$ cat src/rtl/gpu_pkg.sv
// Purpose: shared memory-map and frame constants between the column writer and the GPU display side.
// Latency: n/a (constants and pure helper functions only).
// Backpressure: n/a.
package gpu_pkg;

  // Frame geometry. The column index is carried in a fixed 9-bit field.
  localparam int IDX_W           = 9;
  localparam int COLUMNS_DEFAULT = 320;

  // Shared-memory map: two double-buffered column arrays plus one flag word.
  localparam logic [15:0] DISTANCE_1 = 16'd63488;
  localparam logic [15:0] TEXTURE_1  = 16'd64000;
  localparam logic [15:0] DISTANCE_2 = 16'd64512;
  localparam logic [15:0] TEXTURE_2  = 16'd65024;
  localparam logic [15:0] FLAG       = 16'd65535;

  // Flag word layout: consumer sets CONSUMED when it has read the last frame;
  // SELECT names the buffer most recently published.
  localparam int FLAG_CONSUMED_BIT = 0;
  localparam int FLAG_SELECT_BIT   = 1;

  // Buffer base plus zero-extended column index.
  function automatic logic [15:0] col_addr(input logic [15:0] base,
                                           input logic [IDX_W-1:0] idx);
    return base + {{(16 - IDX_W){1'b0}}, idx};
  endfunction

  // Published flag: consumed cleared, select bit naming the buffer just written.
  function automatic logic [15:0] flag_word(input logic target);
    logic [15:0] w;
    w                  = '0;
    w[FLAG_SELECT_BIT] = target;
    return w;
  endfunction

endpackage

$ cat src/rtl/mux4.sv
// Purpose: generic 4:1 combinational multiplexer.
// Latency: combinational, zero cycles.
// Backpressure: none.
// Ports: d0..d3 data inputs (W bits), sel 2-bit select, y selected output.
module mux4 #(
  parameter int W = 16
) (
  input  logic [W-1:0] d0,
  input  logic [W-1:0] d1,
  input  logic [W-1:0] d2,
  input  logic [W-1:0] d3,
  input  logic [1:0]   sel,
  output logic [W-1:0] y
);

  always_comb begin
    y = d0;
    unique case (sel)
      2'd0:    y = d0;
      2'd1:    y = d1;
      2'd2:    y = d2;
      default: y = d3;
    endcase
  end

endmodule

$ cat src/rtl/column_writer.sv
// Purpose: streams one frame of (distance, texture) columns into the free half of a
//          double-buffered shared memory, then publishes the buffer through a flag word.
// Latency: one column per 2 cycles; frame is 2*COLUMNS+1 cycles from first handshake to
//          PUBLISH; col_ready is withheld while polling the flag and during texture writes.
// Ports:
//   clk, clr                    clock and synchronous active-high reset
//   col_valid/col_ready         column handshake; col_distance/col_texture column payload
//   read_address/read_data      shared-memory address (reads and writes), registered read data
//   write_enable/write_data     memory write strobe and word
//   busy, frame_done            activity indicator and post-publish pulse
//   frame_count                 frames published (only with COLUMN_WRITER_FRAME_COUNT_EN)
// Optional feature macro: COLUMN_WRITER_FRAME_COUNT_EN adds the frame_count output.
module column_writer
  import gpu_pkg::*;
#(
  parameter int COLUMNS = COLUMNS_DEFAULT
) (
  input  logic        clk,
  input  logic        clr,
  input  logic        col_valid,
  output logic        col_ready,
  input  logic [15:0] col_distance,
  input  logic [15:0] col_texture,
  output logic [15:0] read_address,
  input  logic [15:0] read_data,
  output logic        write_enable,
  output logic [15:0] write_data,
  output logic        busy,
  output logic        frame_done
`ifdef COLUMN_WRITER_FRAME_COUNT_EN
  ,
  output logic [15:0] frame_count
`endif
);

  typedef enum logic [2:0] {
    IDLE,
    POLL_ADDR,
    POLL_CHECK,
    WRITE_DIST,
    WRITE_TEX,
    PUBLISH,
    DONE
  } state_t;

  localparam logic [IDX_W-1:0] LAST_IDX = IDX_W'(COLUMNS - 1);
  localparam logic [IDX_W-1:0] IDX_ONE  = IDX_W'(1);

  // Address mux select; both upper legs carry FLAG.
  localparam logic [1:0] SEL_DIST = 2'd0;
  localparam logic [1:0] SEL_TEX  = 2'd1;
  localparam logic [1:0] SEL_FLAG = 2'd2;

  state_t           state_q,  state_d;
  logic [IDX_W-1:0] index_q,  index_d;
  logic             target_q, target_d;
  logic [15:0]      tex_q,    tex_d;

  logic [1:0]  addr_sel;
  logic [15:0] dist_addr;
  logic [15:0] tex_addr;

  // Only the two flag bits of the memory word are meaningful here.
  logic [13:0] unused_read_data;
  assign unused_read_data = read_data[15:2];

  assign dist_addr = col_addr(target_q ? DISTANCE_2 : DISTANCE_1, index_q);
  assign tex_addr  = col_addr(target_q ? TEXTURE_2  : TEXTURE_1,  index_q);

  mux4 #(.W(16)) u_addr_mux (
    .d0  (dist_addr),
    .d1  (tex_addr),
    .d2  (FLAG),
    .d3  (FLAG),
    .sel (addr_sel),
    .y   (read_address)
  );

  always_comb begin
    state_d      = state_q;
    index_d      = index_q;
    target_d     = target_q;
    tex_d        = tex_q;
    col_ready    = 1'b0;
    write_enable = 1'b0;
    write_data   = '0;
    busy         = 1'b1;
    frame_done   = 1'b0;
    addr_sel     = SEL_FLAG;

    unique case (state_q)
      IDLE: begin
        busy    = 1'b0;
        index_d = '0;
        if (col_valid) begin
          state_d = POLL_ADDR;
        end
      end

      // FLAG is on the address bus here; the memory returns it next cycle.
      POLL_ADDR: begin
        state_d = POLL_CHECK;
      end

      // Write into the buffer the consumer is not displaying.
      POLL_CHECK: begin
        if (read_data[FLAG_CONSUMED_BIT]) begin
          target_d = ~read_data[FLAG_SELECT_BIT];
          state_d  = WRITE_DIST;
        end else begin
          state_d = POLL_ADDR;
        end
      end

      WRITE_DIST: begin
        col_ready = 1'b1;
        addr_sel  = SEL_DIST;
        if (col_valid) begin
          write_enable = 1'b1;
          write_data   = col_distance;
          tex_d        = col_texture;
          state_d      = WRITE_TEX;
        end
      end

      WRITE_TEX: begin
        addr_sel     = SEL_TEX;
        write_enable = 1'b1;
        write_data   = tex_q;
        if (index_q == LAST_IDX) begin
          state_d = PUBLISH;
        end else begin
          index_d = index_q + IDX_ONE;
          state_d = WRITE_DIST;
        end
      end

      PUBLISH: begin
        write_enable = 1'b1;
        write_data   = flag_word(target_q);
        state_d      = DONE;
      end

      DONE: begin
        frame_done = 1'b1;
        index_d    = '0;
        state_d    = IDLE;
      end

      default: begin
        state_d = IDLE;
      end
    endcase

    // Reset forces idle-looking outputs immediately, so a clear landing on a
    // write cycle (including PUBLISH) never reaches memory.
    if (clr) begin
      col_ready    = 1'b0;
      write_enable = 1'b0;
      write_data   = '0;
      busy         = 1'b0;
      frame_done   = 1'b0;
      addr_sel     = SEL_FLAG;
    end
  end

  always_ff @(posedge clk) begin
    if (clr) begin
      state_q  <= IDLE;
      index_q  <= '0;
      target_q <= 1'b0;
      tex_q    <= '0;
    end else begin
      state_q  <= state_d;
      index_q  <= index_d;
      target_q <= target_d;
      tex_q    <= tex_d;
    end
  end

`ifdef COLUMN_WRITER_FRAME_COUNT_EN
  logic [15:0] frame_count_q, frame_count_d;

  // Wraps naturally at 16 bits.
  always_comb begin
    frame_count_d = frame_count_q;
    if (state_q == PUBLISH) begin
      frame_count_d = frame_count_q + 16'd1;
    end
  end

  always_ff @(posedge clk) begin
    if (clr) begin
      frame_count_q <= '0;
    end else begin
      frame_count_q <= frame_count_d;
    end
  end

  assign frame_count = frame_count_q;
`endif

endmodule

$ cat config.mk
export PLATFORM = sky130hd
export DESIGN_NAME = column_writer
export DESIGN_NICKNAME = d
export VERILOG_FILES = /design/src/rtl/gpu_pkg.sv /design/src/rtl/mux4.sv /design/src/rtl/column_writer.sv
export SDC_FILE = /design/constraint.sdc
export NUM_CORES = 1
export LEC_CHECK = 0
export CORE_UTILIZATION = 38
export DETAILED_ROUTE_END_ITERATION = 10
export PLACE_DENSITY = 0.77
export SLEW_MARGIN = 15
export SYNTH_ARGS = -nofsm -noshare
export SYNTH_HDL_FRONTEND = slang
export SYNTH_HIERARCHICAL = 1
export SYNTH_SLANG_ARGS = --single-unit
$ cat constraint.sdc
create_clock -name clk -period 2.1 [get_ports clk]
set_input_delay 0.42 -clock clk [delete_from_list [all_inputs] [get_ports clk]]
set_output_delay 0.42 -clock clk [all_outputs]
set_load 0.03 [all_outputs]
---- Word level (Yosys, flattened, before mapping) ----
Index checks and enable logic that the tools add are counted.
word-level totals
  ROM bits ................................ 0
  flip-flop bits (word level) ............. 29
  output and inout port bits .............. 36
  memory bits (writable) .................. 0
  latch bits .............................. 0
  word-level logic and storage cells ...... 52
  memories ................................ 0
  bits of input ports ..................... 51
operators by class
  multipliers ............................. 0
  muxes and demuxes ....................... 24
  reductions and logical operators ........ 9
  shifts and indexed selects .............. 0
  $lt $le $gt $ge ......................... 0
  add/sub/neg operators ................... 3
  equal/unequal tests ..................... 11
  divide/modulo/power cells ............... 0
  bitwise gates (word level) .............. 1
operators by type and width
  cell                                                  count
  one-hot mux 16 bit (3 select lines)                   1
  two-way mux 16 bit                                    2
  one-hot mux 16 bit (2 select lines)                   1
  adder 12 x 10 -> 13 bit                               2
  two-way mux 11 bit                                    2
  one-hot mux 3 bit (6 select lines)                    1
  one-hot mux 9 bit (2 select lines)                    1
  adder 9 x 1 -> 9 bit (second input constant)          1
  equality test 3 bit (second input constant)           3
  equality test 9 bit (second input constant)           1
  two-way mux 3 bit                                     3
  two-way mux 9 bit                                     1
  two-way mux 1 bit                                     8
  AND reduction 2 bit                                   4
  equality test 3 x 2 -> 1 bit (second input constant)  2
  != test 2 bit (second input constant)                 3
  two-way mux 2 bit                                     2
  one-hot mux 2 bit (2 select lines)                    1
  OR reduction 2 bit                                    2
  equality test 3 x 1 -> 1 bit (second input constant)  1
  zero test 3 bit                                       1
  equality test 2 x 1 -> 1 bit (second input constant)  1
  zero test 2 bit                                       1
  one-hot mux 1 bit (2 select lines)                    1
  2 further kinds                                       2

---- Longest topological paths before layout ----
  word-level depth ........................ 5
  depth in mapped cells ................... 9

---- By module ----
The synthesis kept the hierarchy.
by module, submodules not included
  module         seq. area each (µm²)  cells an instance  instances  area each (µm²)
  column_writer  580.6                 204                1          1536.5
  mux4           0.0                   20                 1          424.2

---- Worst setup path after synthesis ----
Ideal clock, no wire load.
  path type ............................... register to output
  from .................................... reg state_q[1]
  to ...................................... out read_address[10]
  buffers on the path ..................... 4
  required time ........................... 1680 ps
  setup slack ............................. -321 ps
  arrival ................................. 2001 ps
  cell stages (with the launch flop) ...... 10
  cells stage by stage .................... dfxtp_1 buf_6 nor2b_4 buf_6 nand2_1 nor2_1 nor2_1 buf_2 buf_2 mux4_2
on the way
  word-level cells in the longest chain between the ends .. 5
  elaborated cells on any way between the ends .. 7
ends and longest elaborated chain
  what                                                                        line                  source
  start, declared                                                             column_writer.sv:54   state_t state_q, state_d;
  start signal, assigned                                                      column_writer.sv:174  state_q <= state_d;
  equality test 3 bit / equality test 3 x 2 -> 1 bit (equally long branches)  column_writer.sv:91   unique case (state_q)
  one-hot mux 2 bit (2 select lines) (*)                                      column_writer.sv:91
  two-way mux 2 bit (*)                                                       column_writer.sv:157  if (clr) begin
  named net addr_sel[1]                                                       column_writer.sv:59   logic [1:0] addr_sel;
  equality test 2 x 1 -> 1 bit / zero test 2 bit (equally long branches)      mux4.sv:18            unique case (sel)
  one-hot mux 16 bit (2 select lines) (*)                                     mux4.sv:18
  end, declared                                                               column_writer.sv:24   output logic [15:0] read_address,
The timed path passes the listed nets; every way through them passes the cells marked *.

---- Worst setup path after layout ----
  from .................................... reg state_q[1]
  to ...................................... out read_address[8]
The elaborated chain is that of the path after synthesis.

==> results.md <==
- Post-synth EDFFs: 0
- Initial antenna violation count: 0
- Depth of the worst register-to-register path: 7
- Cell internal pwr: roughly 1.1 mW
- Most frequent cell after synthesis: nand2_1
- Gate Count Post-Synth: 224
- CTS tree: yes
- Hold Crit Endpoint: tex_q[14]
- Detail Route Antenna Nets: 0
- Max FO, Critical Path: 7
- Hold_ws: ~0.46 ns
- DR DRC count: 0
- Sink Count: 29
- Clock power share: 40.9%
- Async SR Flop Fraction: 0%
- P&R area growth vs syn: 83.47%
- Register area share after synthesis: between 20% and 30%
- Least-Margin Pin Slew: 0.7351 ns
- Register area: 589.3 sq um
- Worst setup SP type: flip-flop
- R2R setup slack: roughly 0.21 ns
- Crit path time final: 2.225 ns
- Switching Share: 25.75%
- Total die area: 5451 sq um
- Max cap viols: 0
- Most common library cells after synthesis: 38 x nand2_1, 29 x dfxtp_1, 26 x nor2_1, 24 x a21oi_1, 15 x a22oi_1
- Distinct cells, synth: 40
- Combinational fraction of design power: about a fifth
- Outcome: finished, violations left
- Worst-Skew Late Latency: 0.29 ns
- Setup Viol. Count Final: 13
- Drt via density: between 5 and 6
- PwrDens: 415.1 nW/um^2
- Drt initial violations: 131
- Overall Power: about 1.5 mW
- R2R Path End: index_q[4]
- Top post-synthesis cells by area: dfxtp_1 30%, mux4_2 11%, mux4_1 8.0%, nand2_1 7.3%, a21oi_1 6.1%
- FILL cells: 345
- Min setup slack post-route: -0.1252 ns
- Yosys top cell by area: dfxtp_1
- Clk_skew: about 0.0051 ns
- Setup CP Type: reg -> out
- Multi-input gate area: 1617 sq um
- Arr. time, crit path: 1.81 ns
- First-pass GRT wire length: 9.453 mm
- Total GRT Usage: 22.69%
- Fin. max-slew vios: 0
- Top_reg_cell synth: dfxtp_1
- Period Utilization, post-route: 106.0%
- VDD IR max: ~300 uV
- CORE AREA: 4848 sq um
- CP Capture Type: primary output
- Die width: approximately 74 microns
- Worst min-delay path class: reg -> reg
- Largest net degree at the start of global routing: 27
- GR Overflow Total: 0
- Root Buffer Master: clkbuf_8
- First drt pass iteration count: 4
- CP required: approximately 1.7 ns
- Hold_buf cts: 0
- Total Neg Setup Slack: -1.292 ns
- Mapped cell area: 1961 sq um
- RSZ-0062 raised after global routing: true
- H-tree depth: 2
- Violated checks: setup timing
- CTS Buf Count: 5
- Placer Congestion: between 0.7 and 0.8
- Syn avg cell area: 8.753 sq um
- Initial core utilization: 40.44%
- Synthesized flop and latch total: 29
- WL/cell: 15.79 microns
- Ys Warns: 6
- Clock-pin slew on the worst setup and hold paths: 0.06 ns
- # rows: 25
- WHS Path Cells: 2
- Final hold viol count: 0
- Share of layout cells above drive strength 1: 37.77%
- Part of the power in registers: between 30 and 40%
- Crit Reg-Reg Startpoint: state_q[1]
- Leakage: 1.373 nW
- Post-synth top area share: 29.61%
- Via count: 2239
- DP HPWL: 3.910 mm
- Vias in the first global route: 2100
- I/O Buffers: 67
- Clk buf depth: 2
- Hold path start: tex_q[14]
- Slew Limit Headroom: 50.57%
- I/O Pins: between 80 and 90
- DIE HEIGHT: 73.83 microns
- Final WL: 6.867 mm
- # diodes: 0
- P_sw: roughly 380 uW
- Maximum clock rate: around 450 MHz
- Nets: 419
## critical path, cell delays in order, from the launching register on
cell,delay (ns)
dfxtp_2,0.33
nand2b_4,0.15
nor3_4,0.21
buf_12,0.17
mux4_2,0.51
buf_6,0.16
## power groups by stage
stage / combinational [mW] / sequential, mW / clock (mW)
after floorplan: 0.154 / 0.573 / 0
after global placement: 0.261 / 0.576 / 0
after detailed placement: 0.265 / 0.577 / 0
after CTS: 0.281 / 0.564 / 0.613
after global routing: 0.341 / 0.564 / 0.639
final: 0.318 / 0.564 / 0.611
## logic make-up (layout without fill, tap and decap cells)
| kind of cell | Yosys count | after routing | share of synthesized area [%] |
|---|---|---|---|
| AOI/OAI and AO/OA | 55 | 55 | 17.87 |
| xor gates and xnor gates | 1 | 1 | 0.4468 |
| adders and majority gates | 1 | 1 | 0.6381 |
| buffers and inverters | 23 | 125 | 6.828 |
| DFF | 29 | 29 | 29.61 |
| muxes | 20 | 20 | 21.57 |
| other | 2 | 44 | 0.3830 |
| and+or+nand+nor | 93 | 93 | 22.65 |
## worst max-delay path by stage
stage / depth (start not counted) / startpoint / slack (ns) / end
floorplan: 7 / state_q[1] / -0.02 / read_address[10]
global placement: 5 / clr / -0.77 / read_address[1]
detailed placement: 5 / clr / -0.83 / read_address[0]
CTS: 6 / state_q[1] / -0.24 / read_address[10]
global route: 5 / state_q[1] / -0.19 / read_address[8]
finish: 5 / state_q[1] / -0.13 / read_address[8]
## cells in the final DEF, fill, tap and decap left out, drive strengths merged, types with 3 or more instances in the layout
| cell type | netlist | routed |
|---|---|---|
| nor2 | 26 | 26 |
| buf | 11 | 74 |
| nand2 | 38 | 38 |
| inv | 4 | 4 |
| mux2i | 4 | 4 |
| mux4 | 16 | 16 |
| a21oi | 24 | 24 |
| dfxtp | 29 | 29 |
| nor4 | 4 | 4 |
| nand3 | 7 | 7 |
| clkdlybuf4s50 | 0 | 35 |
| o21ai | 3 | 3 |
| o31ai | 4 | 4 |
| conb | 2 | 44 |
| nor2b | 3 | 3 |
| a22oi | 15 | 15 |
| nor3 | 3 | 3 |
| or3 | 3 | 3 |
| clkbuf | 8 | 10 |
## through the flow
step	instances	worst slack [ns]	area [sq um]	util (%)
2_1_floorplan	266	-0.01753	2206	-
5_1_grt	435	-0.1903	3597	74.19
3_5_place_dp	405	-0.8346	2968	61.21
4_1_cts	422	-0.2405	3204	66.09
3_3_place_gp	405	-0.7671	2968	61.21
6_report	435	-0.1252	3597	74.19
## sequential cells by signal, indices dropped and copies added (netlist names)
| name | flops |
|---|---|
| tex_q | 16 |
| index_q | 9 |
| state_q | 3 |
| target_q | 1 |
## metal layers
metal  wire length (microns)  part of all wire (%)  track usage, %  vias up
li1                        -                     -               -     1062
met1                    2534                    37           26.80     1064
met2                    3694                    54           38.94       94
met3                     432                   6.3           6.722       19
met4                     206                   3.0           7.906        0
met5                       0                     0               0        -
## cell type report
| cell class | instances | share of cell area, % |
|---|---|---|
| clock inverters | 1 | 0.8348 |
| flip-flops and latches | 29 | 16.38 |
| repair buffers | 113 | 32.70 |
| inverters | 4 | 0.4174 |
| clock buffers | 7 | 2.400 |
| multi-input cells | 214 | 44.94 |
| well taps | 67 | 2.330 |
## repair_timing
item                       4_1_cts  5_1_grt
gates cloned                     2        4
pin swaps                        1       11
resized for setup               87       68
setup endpoints to repair       29       27
buffers inserted                 7       11
Note: power is estimated with default switching activity, not from simulation.
